### config.mk
export PLATFORM = sky130hd
export DESIGN_NAME = operand_entry
export DESIGN_NICKNAME = d
export VERILOG_FILES = /design/src/rtl/calc_pkg.sv /design/src/rtl/key_debouncer.sv /design/src/rtl/operand_entry.sv
export SDC_FILE = /design/constraint.sdc
export NUM_CORES = 1
export LEC_CHECK = 0
export ABC_AREA = 1
export CAP_MARGIN = 10
export CORE_ASPECT_RATIO = 1.4
export CORE_UTILIZATION = 28
export DETAILED_ROUTE_END_ITERATION = 10
export GPL_ROUTABILITY_DRIVEN = 0
export PLACE_DENSITY = 0.48
export SLEW_MARGIN = 15
export SYNTH_ARGS = -nofsm -noshare
export SYNTH_HDL_FRONTEND = slang
export SYNTH_SLANG_ARGS = --single-unit
### constraint.sdc
create_clock -name clk -period 5.2 [get_ports clk]
set_clock_uncertainty 0.05 [all_clocks]
set_input_delay 1.04 -clock clk [delete_from_list [all_inputs] [get_ports clk]]
set_output_delay 1.04 -clock clk [all_outputs]
set_load 0.01 [all_outputs]
### src/rtl/calc_pkg.sv
// Shared types for the calculator front end: operand nibble, entry FSM states
// and the LEDR pattern shown for each state.
package calc_pkg;

    typedef logic [3:0] nibble_t;

    typedef enum logic [1:0] {
        GET_A,
        GET_B,
        SHOW
    } entry_state_t;

    localparam logic [1:0] LED_GET_A = 2'b01;
    localparam logic [1:0] LED_GET_B = 2'b10;
    localparam logic [1:0] LED_SHOW  = 2'b11;

    function automatic logic [1:0] state_led(input entry_state_t s);
        case (s)
            GET_A:   return LED_GET_A;
            GET_B:   return LED_GET_B;
            SHOW:    return LED_SHOW;
            default: return LED_GET_A;
        endcase
    endfunction

endpackage

### src/rtl/key_debouncer.sv
// Active-low push-button conditioner: 2-FF synchronizer, saturating stability
// counter and a registered one-cycle pulse on each debounced press.
module key_debouncer #(
    parameter int DEBOUNCE_CYCLES = 500000
) (
    input  logic clk,
    input  logic reset,
    input  logic key_n_raw,
    output logic pressed,
    output logic press_pulse
);

    localparam int CNT_W = $clog2(DEBOUNCE_CYCLES + 1);
    localparam logic [CNT_W-1:0] CNT_LAST = CNT_W'(DEBOUNCE_CYCLES - 1);

    logic             s1_q, s2_q;
    logic             deb_q, deb_d;
    logic             pulse_q, pulse_d;
    logic [CNT_W-1:0] cnt_q, cnt_d;

    always_comb begin
        deb_d = deb_q;
        cnt_d = '0;
        // The cycle that completes the stable run flips the level and rearms the counter.
        if (s2_q != deb_q) begin
            if (cnt_q >= CNT_LAST) begin
                deb_d = s2_q;
            end else begin
                cnt_d = cnt_q + CNT_W'(1);
            end
        end
        pulse_d = deb_q & ~deb_d;
    end

    always_ff @(posedge clk or posedge reset) begin
        if (reset) begin
            s1_q    <= 1'b1;
            s2_q    <= 1'b1;
            deb_q   <= 1'b1;
            cnt_q   <= '0;
            pulse_q <= 1'b0;
        end else begin
            s1_q    <= key_n_raw;
            s2_q    <= s1_q;
            deb_q   <= deb_d;
            cnt_q   <= cnt_d;
            pulse_q <= pulse_d;
        end
    end

    assign pressed     = ~deb_q;
    assign press_pulse = pulse_q;

endmodule

### src/rtl/operand_entry.sv
// Two-press operand entry: captures A then B from the switches and publishes a
// stable {B,A} pair for the calculator's operand bus.
module operand_entry
    import calc_pkg::*;
#(
    parameter int DEBOUNCE_CYCLES = 500000
) (
    input  logic       clk,
    input  logic       reset,
    input  logic [3:0] SW_IN,
    input  logic       KEY_LOAD_N,
    input  logic       KEY_CLR_N,
    output logic [7:0] operands,
    output logic       op_valid,
    output logic [1:0] LEDR
);

    logic load_pulse, clr_pulse;
    logic load_held, clr_held;
    logic unused_held;

    key_debouncer #(.DEBOUNCE_CYCLES(DEBOUNCE_CYCLES)) u_load (
        .clk         (clk),
        .reset       (reset),
        .key_n_raw   (KEY_LOAD_N),
        .pressed     (load_held),
        .press_pulse (load_pulse)
    );

    key_debouncer #(.DEBOUNCE_CYCLES(DEBOUNCE_CYCLES)) u_clr (
        .clk         (clk),
        .reset       (reset),
        .key_n_raw   (KEY_CLR_N),
        .pressed     (clr_held),
        .press_pulse (clr_pulse)
    );

    assign unused_held = load_held & clr_held;

    nibble_t      sw_s1_q, sw_s2_q;
    entry_state_t state_q, state_d;
    nibble_t      a_q, a_d;
    logic [7:0]   ops_q, ops_d;
    logic         vld_q, vld_d;

    always_comb begin
        state_d = state_q;
        a_d     = a_q;
        ops_d   = ops_q;
        vld_d   = vld_q;
        if (clr_pulse) begin
            state_d = GET_A;
            a_d     = '0;
            ops_d   = '0;
            vld_d   = 1'b0;
        end else if (load_pulse) begin
            case (state_q)
                GET_A: begin
                    a_d     = sw_s2_q;
                    state_d = GET_B;
                end
                GET_B: begin
                    ops_d   = {sw_s2_q, a_q};
                    vld_d   = 1'b1;
                    state_d = SHOW;
                end
                // Old pair stays on the bus until the new B completes it.
                SHOW: begin
                    a_d     = sw_s2_q;
                    vld_d   = 1'b0;
                    state_d = GET_B;
                end
                default: state_d = GET_A;
            endcase
        end
    end

    always_ff @(posedge clk or posedge reset) begin
        if (reset) begin
            sw_s1_q <= '0;
            sw_s2_q <= '0;
            state_q <= GET_A;
            a_q     <= '0;
            ops_q   <= '0;
            vld_q   <= 1'b0;
        end else begin
            sw_s1_q <= SW_IN;
            sw_s2_q <= sw_s1_q;
            state_q <= state_d;
            a_q     <= a_d;
            ops_q   <= ops_d;
            vld_q   <= vld_d;
        end
    end

    assign operands = ops_q;
    assign op_valid = vld_q;
    assign LEDR     = state_led(state_q);

endmodule
# Word level (Yosys, flattened, before mapping)
# Cells that the tools add are included.
dict set report op_classes {
  addsub 2
  order_cmp 2
  n_eq_ne 4
  n_mux 21
  bitwise_logic 4
  reduce_logical 9
}
# op n
set op_table {}
lappend op_table {{19-bit two-way mux} 4}
lappend op_table {{19-bit by 1-bit adder with 19-bit output, second input constant} 2}
lappend op_table {{19-bit greater-or-equal comparator, second input constant} 2}
lappend op_table {{8-bit two-way mux} 3}
lappend op_table {{4-bit two-way mux} 3}
lappend op_table {{2-bit case mux with 2 select lines} 2}
lappend op_table {{1-bit two-way mux} 6}
lappend op_table {{2-bit AND reduction} 3}
lappend op_table {{2-bit nonzero test} 3}
lappend op_table {{2-bit two-way mux} 2}
lappend op_table {{3-bit nonzero test} 1}
lappend op_table {{1-bit AND} 2}
lappend op_table {{2-bit by 1-bit equality test with 1-bit output, second input constant} 1}
lappend op_table {{2-bit equality test, second input constant} 1}
lappend op_table {{2-bit logical NOT} 1}
lappend op_table {{1-bit != test} 2}
lappend op_table {{1-bit inverter} 2}
lappend op_table {{1-bit case mux with 2 select lines} 1}
lappend op_table {{2-bit OR reduction} 1}
dict set report totals {
  register_bits 69
  out_inout_bits 11
  elab_cells 58
}

# Logic depth before layout (Yosys ltp)
# Gate-level depths: netlist (run 1).
dict set report logic_depth {
  word_depth 5
  mapped_depth 10
}

# Hierarchy
# A second synthesis (run 1) with hierarchy kept.
dict set report unflattened {
  cells_unflattened 405
  area_unflattened_um2 3460.8
}
# mod instances cells_per_inst area_each_um2 seq_area_each_um2
set by_module_without_submodules {}
lappend by_module_without_submodules {key_debouncer 2 159 1281.2 579.3}
lappend by_module_without_submodules {operand_entry 1 87 898.4 575.6}

# Least setup slack after synthesis (run 1)
# OpenSTA, ideal clock, no wires.
dict set report synth_timing {
  path_type {register -> output}
  from {reg state_q[0]}
  to {out LEDR[1]}
  arrival_time_ns 0.818
  path_slack_ns 3.292
  stages_incl_launch_ff 4
  path_buffers 0
  cell_sequence {dfrtp_1 -> inv_1 -> ha_1 -> inv_1}
}
dict set report synth_via {
  elab_chain_len 2
  word_cells_on_any_way 3
}
# item line_no
set synth_lines {}
lappend synth_lines {{from (decl)} operand_entry.sv:41} ;# entry_state_t state_q, state_d;
lappend synth_lines {{from (signal assigned)} operand_entry.sv:89} ;# state_q <= state_d;
lappend synth_lines {{2-bit equality test or 2-bit by 1-bit equality test with 1-bit output (tied branches)} calc_pkg.sv:18} ;# case (s)
lappend synth_lines {{2-bit case mux with 2 select lines *} calc_pkg.sv:18}
lappend synth_lines {{to (decl)} operand_entry.sv:15} ;# output logic [1:0] LEDR
# Mark *: on every way between the ends. The rest lies on a longest branch, timed or not.

# Final worst setup path (run 1)
# Ends and elaborated chain as after synthesis.

==> run summary, run 1 <==
Async S/R FF share, synth = 100.0%
share of Yosys cell area claimed by the top area cell type = 45.92%
grt ovf = 0
TritonCTS Sinks = 69
power after layout = 1.257 mW
Yosys top cell by area = dfrtp_1
critical path, cell by cell = inv_1 -> ha_1 -> inv_1 -> clkdlybuf4s50_1
part of the power in combinational logic = 2.7%
worst skew pair latency = 0.33 ns
total track usage = 12.29%
Synth Instances = 404
fmax = 356.7 MHz
Antenna Cells = 0
global-route wire length before repair = 12020 um
number of synthesized flops with an enable pin = 0
core area = 0.01188 sq mm
syn_area_per_cell = 8.498 sq um
Die Span Y = 133.0 um
num rows = 47
syn nets = 417
slew margin rel. = 45.17%
cts repair resizes = 0
post-layout util = 34.64%
switching part of the total = 21.61%
TritonRoute pass-1 iters = 4
Post-CTS Setup Bufs = 0
largest net degree at the start of global routing = 41
DIE AREA = 0.01271 sq mm
Syn-to-layout area delta = 19.86%
Final Max Slew Viols = 0
# IOs = 19
static leakage = 1.810 nW
slowest stage cell, crit path = clkdlybuf4s50_1
Num CTS Buffers = 9
H-tree levels = 3
Post-synth top cells = nand2_1 (80), nor2_1 (73), dfrtp_1 (63)
Root Driver = clkbuf_16
Reg clk slew, reported paths = 0.06 ns
Area contributors post-synth = dfrtp_1 (46%), nand2_1 (8.7%), nor2_1 (8.0%)
# setup viols final = 0
DRC errors left = 0
CP Launch Type = flip-flop
PortBufs = 18
Worst path most repeated cell = inv_1
synth warn = 0
WL final = 6739 um
number of antenna violations at the first check in global routing = 0
Switch Pwr = 0.2717 mW
Die X = 95.59 um
Int Power = 0.9855 mW
kind of critical path = flip-flop to primary output
CP Data Required Time = 4.11 ns
DR vias/cell = 4.454
Yosys cell types = 30
total number of vias = 2601
setup tns final = 0 ns
vias in the first global route = 2645
fin crit period = 2.804 ns
Max Cap Violations = 0
Worst Tran Pin Value = 0.8213 ns
DRT iter0 DRCs = 110
Final Cycle Share = 53.92%
worst min-delay path category = flip-flop to flip-flop
HPWL Detailed = 4953 um
Post-DRT Antenna Nets = 0
endpoint class of the critical path = primary output
fraction of the yosys area taken by sequential cells = 50.51%
Critical Path Fanout Max = 5
post-cts hold buffer count = 0
CTS tree = yes
most frequent cell after synthesis = nand2_1
P per Cell Area = 305.5 mW/mm^2
IR drop worst, VDD = 0.0001337 V
clk buf depth = 2
outcome = complete, no violations
final hold viol count = 0
sequential share of power = 43.9%
unrepaired setup endpoints after global routing = no
Max stage delay on crit path = 0.53 ns
wire per inst = 11.54 um
CP Data Arrival Time = 1.71 ns
Mapped Area = 0.003433 sq mm
number of synthesized register bits = 69
most used flip-flop cell after synthesis = dfrtp_1
Clk pwr share = 53.4%
initial core utilization = 28.90%
Layout Nets = 445
layout cells sized above 1 = 12.13%
[worst max-delay path, delay by kind of cell, from the launching register on]
family / cells / cell delay (ns)
adders and majority gates: 1 / 0.28
buffers and inverters: 3 / 0.68
DFF: 1 / 0.42
[area by class of cell]
cell class              count  area [sq um]
fillers                  1233          7764
flip-flops and latches     69          1734
multi-input cells         277          1470
clock buffers               9         225.2
inverters                  56         210.2
repair buffers             19         187.7
well taps                 147         183.9
clock inverters             7         103.9
[power groups by stage]
| stage | logic, mW | clock network, mW | registers, mW |
|---|---|---|---|
| 3_5_place_dp | 0.0361 | 0 | 0.562 |
| 4_1_cts | 0.0361 | 0.692 | 0.552 |
| 5_1_grt | 0.0403 | 0.719 | 0.553 |
| 6_report | 0.0343 | 0.671 | 0.552 |
| 3_3_place_gp | 0.0356 | 0 | 0.561 |
| 2_1_floorplan | 0.0241 | 0 | 0.561 |
[stage by stage]
step / hold slack (ns) / area, sq um / std cells / setup WS (ns)
after floorplan: 0.2812 / 3433 / 404 / 2.380
after global placement: 0.2844 / 3786 / 568 / 2.614
after detailed placement: 0.2862 / 3786 / 568 / 2.587
after CTS: 0.3003 / 4115 / 584 / 2.368
after global routing: 0.3020 / 4115 / 584 / 2.301
final: 0.2998 / 4115 / 584 / 2.396
[metal layers]
metal	GRT usage, %	wire length (um)	up-vias	share of wire, %
met2	21.23	3506	25	52
met5	0	0	-	0
met4	4.975	148	0	2.2
li1	-	-	1333	-
met3	3.506	140	11	2.1
met1	13.94	2944	1232	44
[sequential cells by signal (all words and copies together) (netlist names), 2 cells and up]
| name | flops |
|---|---|
| u_clr.cnt_q | 19 |
| u_load.cnt_q | 19 |
| operands | 8 |
| a_q | 4 |
| sw_s1_q | 4 |
| sw_s2_q | 4 |
| state_q | 2 |
[cell families after synthesis]
logic type,after synthesis,share of synthesized area (%)
AOI/OAI and AO/OA,29,4.810
adders and majority gates,5,1.822
DFF,69,50.51
and+or+nand+nor,216,29.01
buffers and inverters,58,6.669
muxes,4,1.312
xor gates and xnor gates,23,5.867
[layout by cell type (no fill, tap or decap), types with 2 or more instances in the layout]
cell type        count
clkbuf_16            9
dfrtp_1             63
bufinv_16            2
nand3_1             18
ha_1                 5
dfstp_2              6
nand4_1             12
a21oi_1              9
nor3_1              11
mux2_2               4
nor2_1              73
inv_1               54
o21bai_1             2
o21ai_0             13
nand3_2              2
nand2_1             80
xor2_1              18
clkdlybuf4s50_1     18
xnor2_1              5
nor2_4               4
inv_6                4
nor2_2              12
inv_2                2
[final timing paths]
check                                from               to  slack [ns]  depth (start not counted)
max                            state_q[0]          LEDR[1]        2.40                          4
max in group asynchronous           reset      u_load.s2_q        3.03                          3
max reg2reg                u_clr.cnt_q[0]   u_clr.cnt_q[3]        3.50                          8
min in group asynchronous           reset  u_load.cnt_q[5]        1.14                          2
min                            sw_s1_q[0]       sw_s2_q[0]        0.30                          0
min reg2reg                    sw_s1_q[0]       sw_s2_q[0]        0.30                          0
No activity file was read; power rests on OpenSTA's default activity.
==> inputs of run 2 (changes only) <==
--- a/config.mk
+++ b/config.mk
@@ -11,7 +11,7 @@
 export CORE_UTILIZATION = 28
 export DETAILED_ROUTE_END_ITERATION = 10
 export GPL_ROUTABILITY_DRIVEN = 0
-export PLACE_DENSITY = 0.48
+export PLACE_DENSITY = 0.5
 export SLEW_MARGIN = 15
 export SYNTH_ARGS = -nofsm -noshare
 export SYNTH_HDL_FRONTEND = slang
==> constraint.sdc (replaced) <==
create_clock -name clk -period 2.5 [get_ports clk]
set_clock_uncertainty 0.05 [all_clocks]
set_input_delay 0.5 -clock clk [delete_from_list [all_inputs] [get_ports clk]]
set_output_delay 0.5 -clock clk [all_outputs]
set_load 0.01 [all_outputs]
==> run 2 against run 1 <==
Effect of this change:
- die area unchanged
- critical path depth stayed put
- sequential power increased by 110%
- register-to-register slack got worse by 2.7 ns
- hold slack got worse by 0.0040 ns
- cell count grew 0.17%
- via count shrank 0.69%
- clock power up 110%
- sequential cell count did not move
- power increased by 110%
- sequential share of layout area fell by 0.22 points
==> run summary, run 2 (synthesized netlist as in run 1, its figures left out) <==
outcome = complete, no violations
Switch Pwr = 0.5624 mW
worst min-delay path category = flip-flop to flip-flop
Worst Tran Pin Value = 0.4819 ns
CTS tree = yes
part of the power in combinational logic = 2.8%
initial core utilization = 28.90%
Layout Nets = 446
number of antenna violations at the first check in global routing = 0
largest net degree at the start of global routing = 38
Max Cap Violations = 0
cts repair resizes = 0
Final Cycle Share = 90.72%
post-cts hold buffer count = 0
Die X = 95.59 um
layout cells sized above 1 = 12.33%
Clk pwr share = 53.3%
Syn-to-layout area delta = 20.48%
TritonCTS Sinks = 69
Die Span Y = 133.0 um
most frequent cells in the layout = nand2_1 (80), nor2_1 (73), dfrtp_1 (63), inv_1 (54)
DRC errors left = 0
setup tns final = 0 ns
IR drop worst, VDD = 0.0002568 V
DRT iter0 DRCs = 101
unrepaired setup endpoints after global routing = no
fmax = 440.9 MHz
post-layout util = 34.82%
Critical Path Fanout Max = 5
fill count = 1239
power after layout = 2.617 mW
PortBufs = 18
Post-CTS Setup Bufs = 0
total track usage = 12.03%
switching part of the total = 21.49%
final hold viol count = 0
H-tree levels = 3
Int Power = 2.054 mW
Num CTS Buffers = 9
Reg clk slew, reported paths = 0.06 ns
P per Cell Area = 632.6 mW/mm^2
vias in the first global route = 2633
Final Max Slew Viols = 0
sequential share of power = 43.9%
CP Data Arrival Time = 1.72 ns
DR vias/cell = 4.415
core area = 0.01188 sq mm
Post-DRT Antenna Nets = 0
kind of critical path = flip-flop to primary output
HPWL Detailed = 4961 um
total number of vias = 2583
area of the multi-input gates = 0.001470 sq mm
grt ovf = 0
TritonRoute pass-1 iters = 6
# setup viols final = 0
wire per inst = 11.36 um
endpoint class of the critical path = primary output
num rows = 47
# IOs = 19
area occupied by registers = 0.001734 sq mm
global-route wire length before repair = 11900 um
CP Launch Type = flip-flop
slew margin rel. = 67.63%
worst skew pair latency = 0.33 ns
DIE AREA = 0.01271 sq mm
Root Driver = clkbuf_16
clk buf depth = 2
WL final = 6644 um
fin crit period = 2.268 ns
most common cell after layout, fill and taps aside = nand2_1
static leakage = 1.817 nW
Antenna Cells = 0
CP Data Required Time = 1.95 ns
-- run 2: worst paths after layout --
kind,start,endpoint,slack (ns),depth (start not counted)
max,state_q[0],LEDR[1],0.23,4
min,sw_s1_q[3],sw_s2_q[3],0.30,0
max reg2reg,u_load.cnt_q[0],u_load.cnt_q[12],0.77,7
min reg2reg,sw_s1_q[3],sw_s2_q[3],0.30,0
max in group asynchronous,reset,u_clr.deb_q,1.37,3
min in group asynchronous,reset,operands[7],0.41,2
-- run 2: layout make-up --
class | count | share of cell area [%]
flip-flops and latches | 69 | 41.92
multi-input cells | 277 | 35.54
clock buffers | 9 | 5.445
inverters | 56 | 5.082
repair buffers | 20 | 5.021
well taps | 147 | 4.446
clock inverters | 7 | 2.541
-- run 2: through the flow --
step / instance area [sq um] / hold slack, ns / std cells / worst slack (ns)
after detailed placement: 3806 / 0.2879 / 569 / 0.5855
after global routing: 4136 / 0.3077 / 585 / 0.1474
after floorplan: 3433 / 0.2812 / 404 / 0.2201
after CTS: 4136 / 0.3005 / 585 / 0.2207
after global placement: 3806 / 0.2832 / 569 / 0.6155
final: 4136 / 0.2958 / 585 / 0.2319
-- run 2: worst max-delay path, stage by stage, from the launching register on --
cell,delay (ns)
dfrtp_1,0.41
inv_1,0.06
ha_1,0.28
inv_1,0.09
clkdlybuf4s50_1,0.54
-- run 2: power by group through the flow --
stage / registers, mW / logic, mW / clock network (mW)
detailed placement: 1.17 / 0.0778 / 0
global route: 1.15 / 0.0867 / 1.49
CTS: 1.15 / 0.0783 / 1.44
floorplan: 1.17 / 0.0502 / 0
finish: 1.15 / 0.0739 / 1.39
global placement: 1.17 / 0.0771 / 0
-- run 2: metal layers --
metal | global-route usage [%] | wire [um] | share of wire [%] | up-vias
li1 | - | - | - | 1330
met1 | 13.68 | 2864 | 43 | 1215
met2 | 20.91 | 3499 | 53 | 25
met3 | 2.586 | 147 | 2.2 | 13
met4 | 5.721 | 132 | 2.0 | 0
met5 | 0 | 0 | 0 | -
